<file path="src/rtl/code_loader_pkg.sv">
// Shared types and constants for the code store loader.
// Command encodings, FSM states and the write-line range check.
package code_loader_pkg;

  typedef enum logic [2:0] {
    IDLE = 3'd0,
    ADDR = 3'd1,
    LEN  = 3'd2,
    DATA = 3'd3,
    VAL  = 3'd4,
    DONE = 3'd5
  } state_t;

  localparam logic [7:0] CMD_WRITE_BLOCK = 8'h01;
  localparam logic [7:0] CMD_SET_ADDR    = 8'h02;
  localparam logic [7:0] CMD_SET_COUNT   = 8'h03;

  // A line is legal only if addr + idx neither wraps past 32 bits nor exceeds max_line.
  function automatic logic line_in_range(input logic [31:0] addr,
                                         input logic [31:0] idx,
                                         input logic [31:0] max_line);
    logic [32:0] sum;
    sum = {1'b0, addr} + {1'b0, idx};
    return (sum <= {1'b0, max_line});
  endfunction

endpackage

</file>
<file path="src/rtl/code_loader_le_shift_assembler.sv">
// Little-endian byte accumulator: each shifted byte lands above the previous ones,
// so after NBYTES shifts the first byte sits in the least significant position.
module le_shift_assembler #(
  parameter int NBYTES = 4,
  parameter int WIDTH  = 32
) (
  input  logic             clk,
  input  logic             reset,
  input  logic             shift,
  input  logic [7:0]       data,
  output logic [WIDTH-1:0] value,
  output logic             full
);

  localparam int W = 8 * NBYTES;

  logic [W-1:0] acc_r;
  logic [W-1:0] acc_s;
  logic [W-1:0] byte_s;
  logic [31:0]  cnt_r;

  // Next accumulator image including the byte presented this cycle.
  always_comb begin
    byte_s = W'(data);
    acc_s  = (acc_r >> 8) | (byte_s << (W - 8));
  end

  assign value = acc_s[WIDTH-1:0];
  assign full  = shift && (cnt_r == 32'(NBYTES - 1));

  // Accumulator and byte counter; the counter restarts once a field completes.
  always_ff @(posedge clk) begin
    if (reset) begin
      acc_r <= '0;
      cnt_r <= 32'd0;
    end else if (shift) begin
      acc_r <= acc_s;
      cnt_r <= full ? 32'd0 : (cnt_r + 32'd1);
    end else begin
      acc_r <= acc_r;
      cnt_r <= cnt_r;
    end
  end

endmodule

</file>
<file path="src/rtl/code_loader.sv">
// Byte-stream command decoder that writes the code store and programs the loop registers.
// All outputs are registered; strobes are single-cycle and land together with done.
module code_loader
  import code_loader_pkg::*;
#(
  parameter int code_size     = 12,
  parameter int max_code_line = 100
) (
  input  logic                 clk,
  input  logic                 reset,
  input  logic [7:0]           in_data,
  input  logic                 in_valid,
  output logic                 in_ready,
  output logic                 is_write,
  output logic [31:0]          write_line,
  output logic [code_size-1:0] write_data,
  output logic [31:0]          code_reset_address,
  output logic                 update_code_reset_address,
  output logic [31:0]          code_reset_count,
  output logic                 update_code_reset_count,
  output logic                 busy,
  output logic                 done,
  output logic                 error
);

  localparam int BPW = (code_size + 7) / 8;

  state_t state_r, state_s;
  logic   kind_r, kind_s;  // 0: loop address, 1: loop count
  logic [31:0] addr_r, addr_s;
  logic [31:0] len_r, len_s;
  logic [31:0] word_idx_r, word_idx_s;

  logic                 in_ready_r, busy_r, done_r, done_s, error_r, error_s;
  logic                 is_write_r, is_write_s;
  logic [31:0]          write_line_r, write_line_s;
  logic [code_size-1:0] write_data_r, write_data_s;
  logic [31:0]          cra_r, cra_s, crc_r, crc_s;
  logic                 upd_a_r, upd_a_s, upd_c_r, upd_c_s;

  logic                 accept_s, field_shift_s, word_shift_s;
  logic [31:0]          field_value_s;
  logic                 field_full_s;
  logic [code_size-1:0] word_value_s;
  logic                 word_full_s;

  assign accept_s      = in_valid && in_ready_r;
  assign field_shift_s = accept_s && ((state_r == ADDR) || (state_r == LEN) || (state_r == VAL));
  assign word_shift_s  = accept_s && (state_r == DATA);

  le_shift_assembler #(.NBYTES(4), .WIDTH(32)) u_field (
    .clk   (clk),
    .reset (reset),
    .shift (field_shift_s),
    .data  (in_data),
    .value (field_value_s),
    .full  (field_full_s)
  );

  le_shift_assembler #(.NBYTES(BPW), .WIDTH(code_size)) u_word (
    .clk   (clk),
    .reset (reset),
    .shift (word_shift_s),
    .data  (in_data),
    .value (word_value_s),
    .full  (word_full_s)
  );

  // Next-state and next-output decode.
  always_comb begin
    state_s      = state_r;
    kind_s       = kind_r;
    addr_s       = addr_r;
    len_s        = len_r;
    word_idx_s   = word_idx_r;
    is_write_s   = 1'b0;
    write_line_s = write_line_r;
    write_data_s = write_data_r;
    cra_s        = cra_r;
    crc_s        = crc_r;
    upd_a_s      = 1'b0;
    upd_c_s      = 1'b0;
    error_s      = error_r;

    case (state_r)
      IDLE: begin
        if (accept_s) begin
          case (in_data)
            CMD_WRITE_BLOCK: begin
              state_s = ADDR;
              error_s = 1'b0;
            end
            CMD_SET_ADDR: begin
              state_s = VAL;
              kind_s  = 1'b0;
              error_s = 1'b0;
            end
            CMD_SET_COUNT: begin
              state_s = VAL;
              kind_s  = 1'b1;
              error_s = 1'b0;
            end
            default: error_s = 1'b1;
          endcase
        end else begin
          state_s = IDLE;
        end
      end
      ADDR: begin
        if (field_full_s) begin
          addr_s  = field_value_s;
          state_s = LEN;
        end else begin
          state_s = ADDR;
        end
      end
      LEN: begin
        if (field_full_s) begin
          len_s      = field_value_s;
          word_idx_s = 32'd0;
          state_s    = (field_value_s == 32'd0) ? DONE : DATA;
        end else begin
          state_s = LEN;
        end
      end
      DATA: begin
        if (word_full_s) begin
          // Out-of-range words are consumed but never reach the store.
          if (line_in_range(addr_r, word_idx_r, 32'(max_code_line))) begin
            is_write_s   = 1'b1;
            write_line_s = addr_r + word_idx_r;
            write_data_s = word_value_s;
          end else begin
            error_s = 1'b1;
          end
          word_idx_s = word_idx_r + 32'd1;
          state_s    = (word_idx_r == (len_r - 32'd1)) ? DONE : DATA;
        end else begin
          state_s = DATA;
        end
      end
      VAL: begin
        if (field_full_s) begin
          if (kind_r) begin
            crc_s   = field_value_s;
            upd_c_s = 1'b1;
          end else begin
            cra_s   = field_value_s;
            upd_a_s = 1'b1;
          end
          state_s = DONE;
        end else begin
          state_s = VAL;
        end
      end
      DONE:    state_s = IDLE;
      default: state_s = IDLE;
    endcase

    done_s = (state_s == DONE);
  end

  // State and registered outputs.
  always_ff @(posedge clk) begin
    if (reset) begin
      state_r      <= IDLE;
      kind_r       <= 1'b0;
      addr_r       <= 32'd0;
      len_r        <= 32'd0;
      word_idx_r   <= 32'd0;
      in_ready_r   <= 1'b1;
      busy_r       <= 1'b0;
      done_r       <= 1'b0;
      error_r      <= 1'b0;
      is_write_r   <= 1'b0;
      write_line_r <= 32'd0;
      write_data_r <= '0;
      cra_r        <= 32'd0;
      crc_r        <= 32'd0;
      upd_a_r      <= 1'b0;
      upd_c_r      <= 1'b0;
    end else begin
      state_r      <= state_s;
      kind_r       <= kind_s;
      addr_r       <= addr_s;
      len_r        <= len_s;
      word_idx_r   <= word_idx_s;
      in_ready_r   <= (state_s != DONE);
      busy_r       <= (state_s != IDLE);
      done_r       <= done_s;
      error_r      <= error_s;
      is_write_r   <= is_write_s;
      write_line_r <= write_line_s;
      write_data_r <= write_data_s;
      cra_r        <= cra_s;
      crc_r        <= crc_s;
      upd_a_r      <= upd_a_s;
      upd_c_r      <= upd_c_s;
    end
  end

  assign in_ready                  = in_ready_r;
  assign busy                      = busy_r;
  assign done                      = done_r;
  assign error                     = error_r;
  assign is_write                  = is_write_r;
  assign write_line                = write_line_r;
  assign write_data                = write_data_r;
  assign code_reset_address        = cra_r;
  assign update_code_reset_address = upd_a_r;
  assign code_reset_count          = crc_r;
  assign update_code_reset_count   = upd_c_r;

endmodule
</file>
<file path="config.mk">
export PLATFORM = sky130hd
export DESIGN_NAME = code_loader
export DESIGN_NICKNAME = d
export VERILOG_FILES = /design/src/rtl/code_loader_pkg.sv /design/src/rtl/code_loader_le_shift_assembler.sv /design/src/rtl/code_loader.sv
export SDC_FILE = /design/constraint.sdc
export NUM_CORES = 1
export LEC_CHECK = 0
export ABC_CLOCK_PERIOD_IN_PS = 4250
export BUFFER_PORTS_ARGS = -buffer_cell sky130_fd_sc_hd__buf_2
export CAP_MARGIN = 30
export CORE_MARGIN = 2
export CORE_UTILIZATION = 40
export DETAILED_ROUTE_END_ITERATION = 6
export GPL_TIMING_DRIVEN = 0
export SLEW_MARGIN = 20
export SYNTH_ARGS = -nofsm -noshare
export SYNTH_HDL_FRONTEND = slang
export SYNTH_SLANG_ARGS = --single-unit
</file>
<file path="constraint.sdc">
create_clock -name clk -period 4.25 [get_ports clk]
set_input_delay 0.425 -clock clk [delete_from_list [all_inputs] [get_ports clk]]
set_output_delay 0.425 -clock clk [all_outputs]
set_load 0.01 [all_outputs]
</file>
==> flow_summary.json <==
{
  "outcome": "completed",
  "timing.clock.skew_ns": 0.02436,
  "timing.final.crit_period_ns": 3.891,
  "synth_top_cell_area_share_pct": 41.09,
  "slowest_delay_ns": 0.53,
  "antenna_found_initial": 2,
  "setup_failing_eps_final": 0,
  "final_layout_size_suffix_gt1_share_pct": 12.02,
  "firstDrtPassIters": 5,
  "via_count_of_the_first_global_routing_pass": 12908,
  "layout.cells.non_filler": 2558,
  "cts_max_path_buffers": 3,
  "detailedRoute.firstIterationViolations": 1056,
  "die_width_um": 198.6,
  "post-route-drc-count": 0,
  "dieHeight_um": 198.6,
  "cellLeakagePower_nw": 6.688,
  "grt_max_degree": 15,
  "yosysUniqueCellTypes": 81,
  "power.density_nw_per_um2": 346.5,
  "cts_tree": "done",
  "final_nets": 2072,
  "finalWirelength_um": 44930,
  "numPortBuffers": 121,
  "avgRoutedWirePerCell_um": 17.56,
  "synth_flop_cell": "dfxtp_1",
  "yosys-top-cells-count": "311 x dfxtp_1, 302 x nand2_1, 229 x nor2_1",
  "synth.avg_cell_area_um2": 8.133,
  "final.setup.tns_ns": 0,
  "critPathTopFamily": "simple AND/OR/NAND/NOR gates",
  "post_synth_inst_count": 1863,
  "dp_cells": 2497,
  "grt_first_pass_wirelength_um": 70430,
  "critical_path.startpoint_type": "flip-flop",
  "detailedPlace.worstSlack_ns": 0.07033,
  "numClockSinks": 311,
  "yosys.cell_count.top_type": "dfxtp_1",
  "synth_top_area_cell": "dfxtp_1",
  "worstPathMaxFanout": 10,
  "fillers": 3779,
  "place_hpwl_um": 33660,
  "initial_core_util_pct": 40.42,
  "syn-num-nets": 1912,
  "synthesis.area_um2": 15150,
  "floorplan.die_area_um2": 39450,
  "regToRegSetupSlack_ns": 0.36,
  "fmax_ghz": 0.2570,
  "worst_ep_arrival_time_ns": 4.30,
  "yosys-top-cells-area": "dfxtp_1 41%, nand2_1 7.5%, a21oi_1 6.2%",
  "clkLatencyLatePin_ns": 0.55,
  "timing.critical_path.required_ns": 4.66,
  "vias_per_cell": 5.322,
  "tritoncts.num_buffers": 35,
  "postSynthRegisterBits": 311,
  "worstHoldPathType": "in -> reg",
  "maxSlewHeadroom_pct": 39.80,
  "crit_path_top_delay_cell": "o21ai_0",
  "place.gp.congestion": 0.9509,
  "postRouteAntennaNets": 0,
  "async_flop_share_pct": 0,
  "boundaryPins": 126,
  "clk_root_buffer_cell": "clkbuf_16",
  "worstPathBufferInverterCount": 2,
  "layout_setup_ws_ns": 0.3585,
  "timing.critical_path.to_type": "flip-flop",
  "htree_num_levels": 2,
  "seq_area_frac_synth_pct": 41.09,
  "design.core.area_um2": 37490,
  "period_share_pct": 91.56,
  "timing_worst_setup_path_type": "reg -> reg",
  "cts.clk_slew.worst_paths_ns": 0.06,
  "rows": 71,
  "slew_violations": 0,
  "max_cap_violations": 0,
  "cts_hold_buf": 0,
  "syn2layout_area_growth_pct": 16.09,
  "cp_cell_sequence": "ha_1 -> buf_4 -> a21oi_1 -> o21ai_0 -> a22oi_1 -> and4b_1 -> or4_1 -> nor4_1 -> and4_1 -> nand3_2 -> clkbuf_2 -> o21ai_0 -> a21oi_1",
  "worst_ir_drop_vdd_uv": 246.1,
  "timing_hold_violations_final": 0,
  "track_usage_pct": 22.75,
  "synth-warning-count": 0,
  "unrepaired_setup_endpoints_after_global_routing": "false",
  "synth_enable_flop_cells": 0,
  "worst-slew-pin-transition_ns": 0.8961,
  "num_vias": 13614,
  "grt-ovfl-total": 0
}
layout make-up:
type / instances / area, µm² / share of cell area (%)
sequential: 311 / 6227 / 35.40
multi-input combinational: 1401 / 8278 / 47.06
buffer: 107 / 503.0 / 2.860
timing repair buffer: 123 / 618.1 / 3.514
antenna: 1 / 2.502 / 0.01423
clock buffer: 44 / 950.9 / 5.406
clock inverter: 16 / 205.2 / 1.167
tap: 511 / 639.4 / 3.635
inverter: 44 / 165.2 / 0.9390
routing by layer:
layer  share of wire [%]  global-route usage (%)  up-vias
met1                  47                   30.26     6399
met4                 3.8                   10.42        0
met3                 4.7                   3.527       86
li1                    -                       -     6803
met5                   0                       0        -
met2                  45                   36.32      326
state kept, by name, summed over array words and instances, names as in the netlist:
name,count
done,1
state_r,3
addr_r,32
u_field.acc_r,24
error,1
word_idx_r,32
update_code_reset_address,1
write_line,32
u_word.cnt_r,32
u_field.cnt_r,32
is_write,1
len_r,32
u_word.acc_r,8
in_ready,1
kind_r,1
busy,1
code_reset_count,32
write_data,12
update_code_reset_count,1
code_reset_address,32
through the flow:
stage          power [mW]  area (µm²)  hold WS, ns  utilization, %
2_1_floorplan       3.038       15150       0.4362               -
3_3_place_gp        3.087       16400       0.4122           43.74
3_5_place_dp        3.088       16410       0.4144           43.79
4_1_cts             6.162       17570       0.2139           46.87
5_1_grt             6.284       17590       0.2317           46.91
6_report            6.095       17590       0.2359           46.92
cell usage in the layout, fill, tap and decap left out, types with 5 or more instances in the layout:
cell type | Yosys | routed
nand4_1 | 37 | 37
a21oi_1 | 189 | 189
and2_1 | 7 | 7
dfxtp_1 | 311 | 310
nor2b_1 | 5 | 5
nor3b_1 | 6 | 6
o211ai_1 | 10 | 10
nand3_1 | 39 | 38
clkbuf_16 | 0 | 36
mux2i_1 | 75 | 75
xor2_1 | 78 | 78
and4_1 | 11 | 11
buf_4 | 6 | 7
nor2_1 | 229 | 229
o2111ai_1 | 7 | 7
nand2_1 | 302 | 302
clkbuf_1 | 68 | 73
or2_2 | 6 | 6
or3_1 | 27 | 27
ha_1 | 37 | 36
nand2b_1 | 8 | 8
and3_1 | 24 | 24
a21o_1 | 13 | 13
o22ai_1 | 6 | 6
clkinv_2 | 0 | 7
nor4_1 | 29 | 29
xnor2_1 | 49 | 49
a2111oi_0 | 6 | 5
buf_2 | 23 | 145
inv_1 | 44 | 44
o21ai_0 | 59 | 59
nand3b_1 | 6 | 6
o21a_1 | 8 | 8
o21bai_1 | 6 | 6
a211oi_1 | 9 | 9
buf_1 | 5 | 5
nor3_1 | 33 | 31
worst min-delay path, delay by kind of cell:
kind | cells | cell delay [ns]
buf+inv | 1 | 0.17
compound gates | 1 | 0.05
simple gates | 1 | 0.08
kinds of logic after synthesis:
logic type / Yosys count / synth area share [%]
mux: 78 / 5.178
compound gates: 358 / 14.09
fa+ha+maj: 38 / 3.187
simple gates: 800 / 24.72
buf+inv: 151 / 4.401
flops: 311 / 41.09
xor+xnor: 127 / 7.341
where the power goes:
group | leakage, nW | switching (mW) | internal (mW)
Sequential | 2.50 | 0.00155 | 2.92
Clock | 0.569 | 1.23 | 1.84
Combinational | 3.61 | 0.0865 | 0.0191
Total | 6.69 | 1.32 | 4.77
final timing paths:
check	from	endpoint	cells after the start
worst min register to register	write_line[21]	write_line[21]	2
worst max-delay path	word_idx_r[13]	write_data[3]	13
worst max register to register	word_idx_r[13]	write_data[3]	13
worst min-delay path	in_data[5]	u_field.acc_r[29]	3
repair_timing:
action | in CTS | in global routing
setup buffers | 0 | 0
setup endpoints to repair | 0 | 18
resized for setup | 0 | 7
Note: power is estimated with default switching activity, not from simulation.
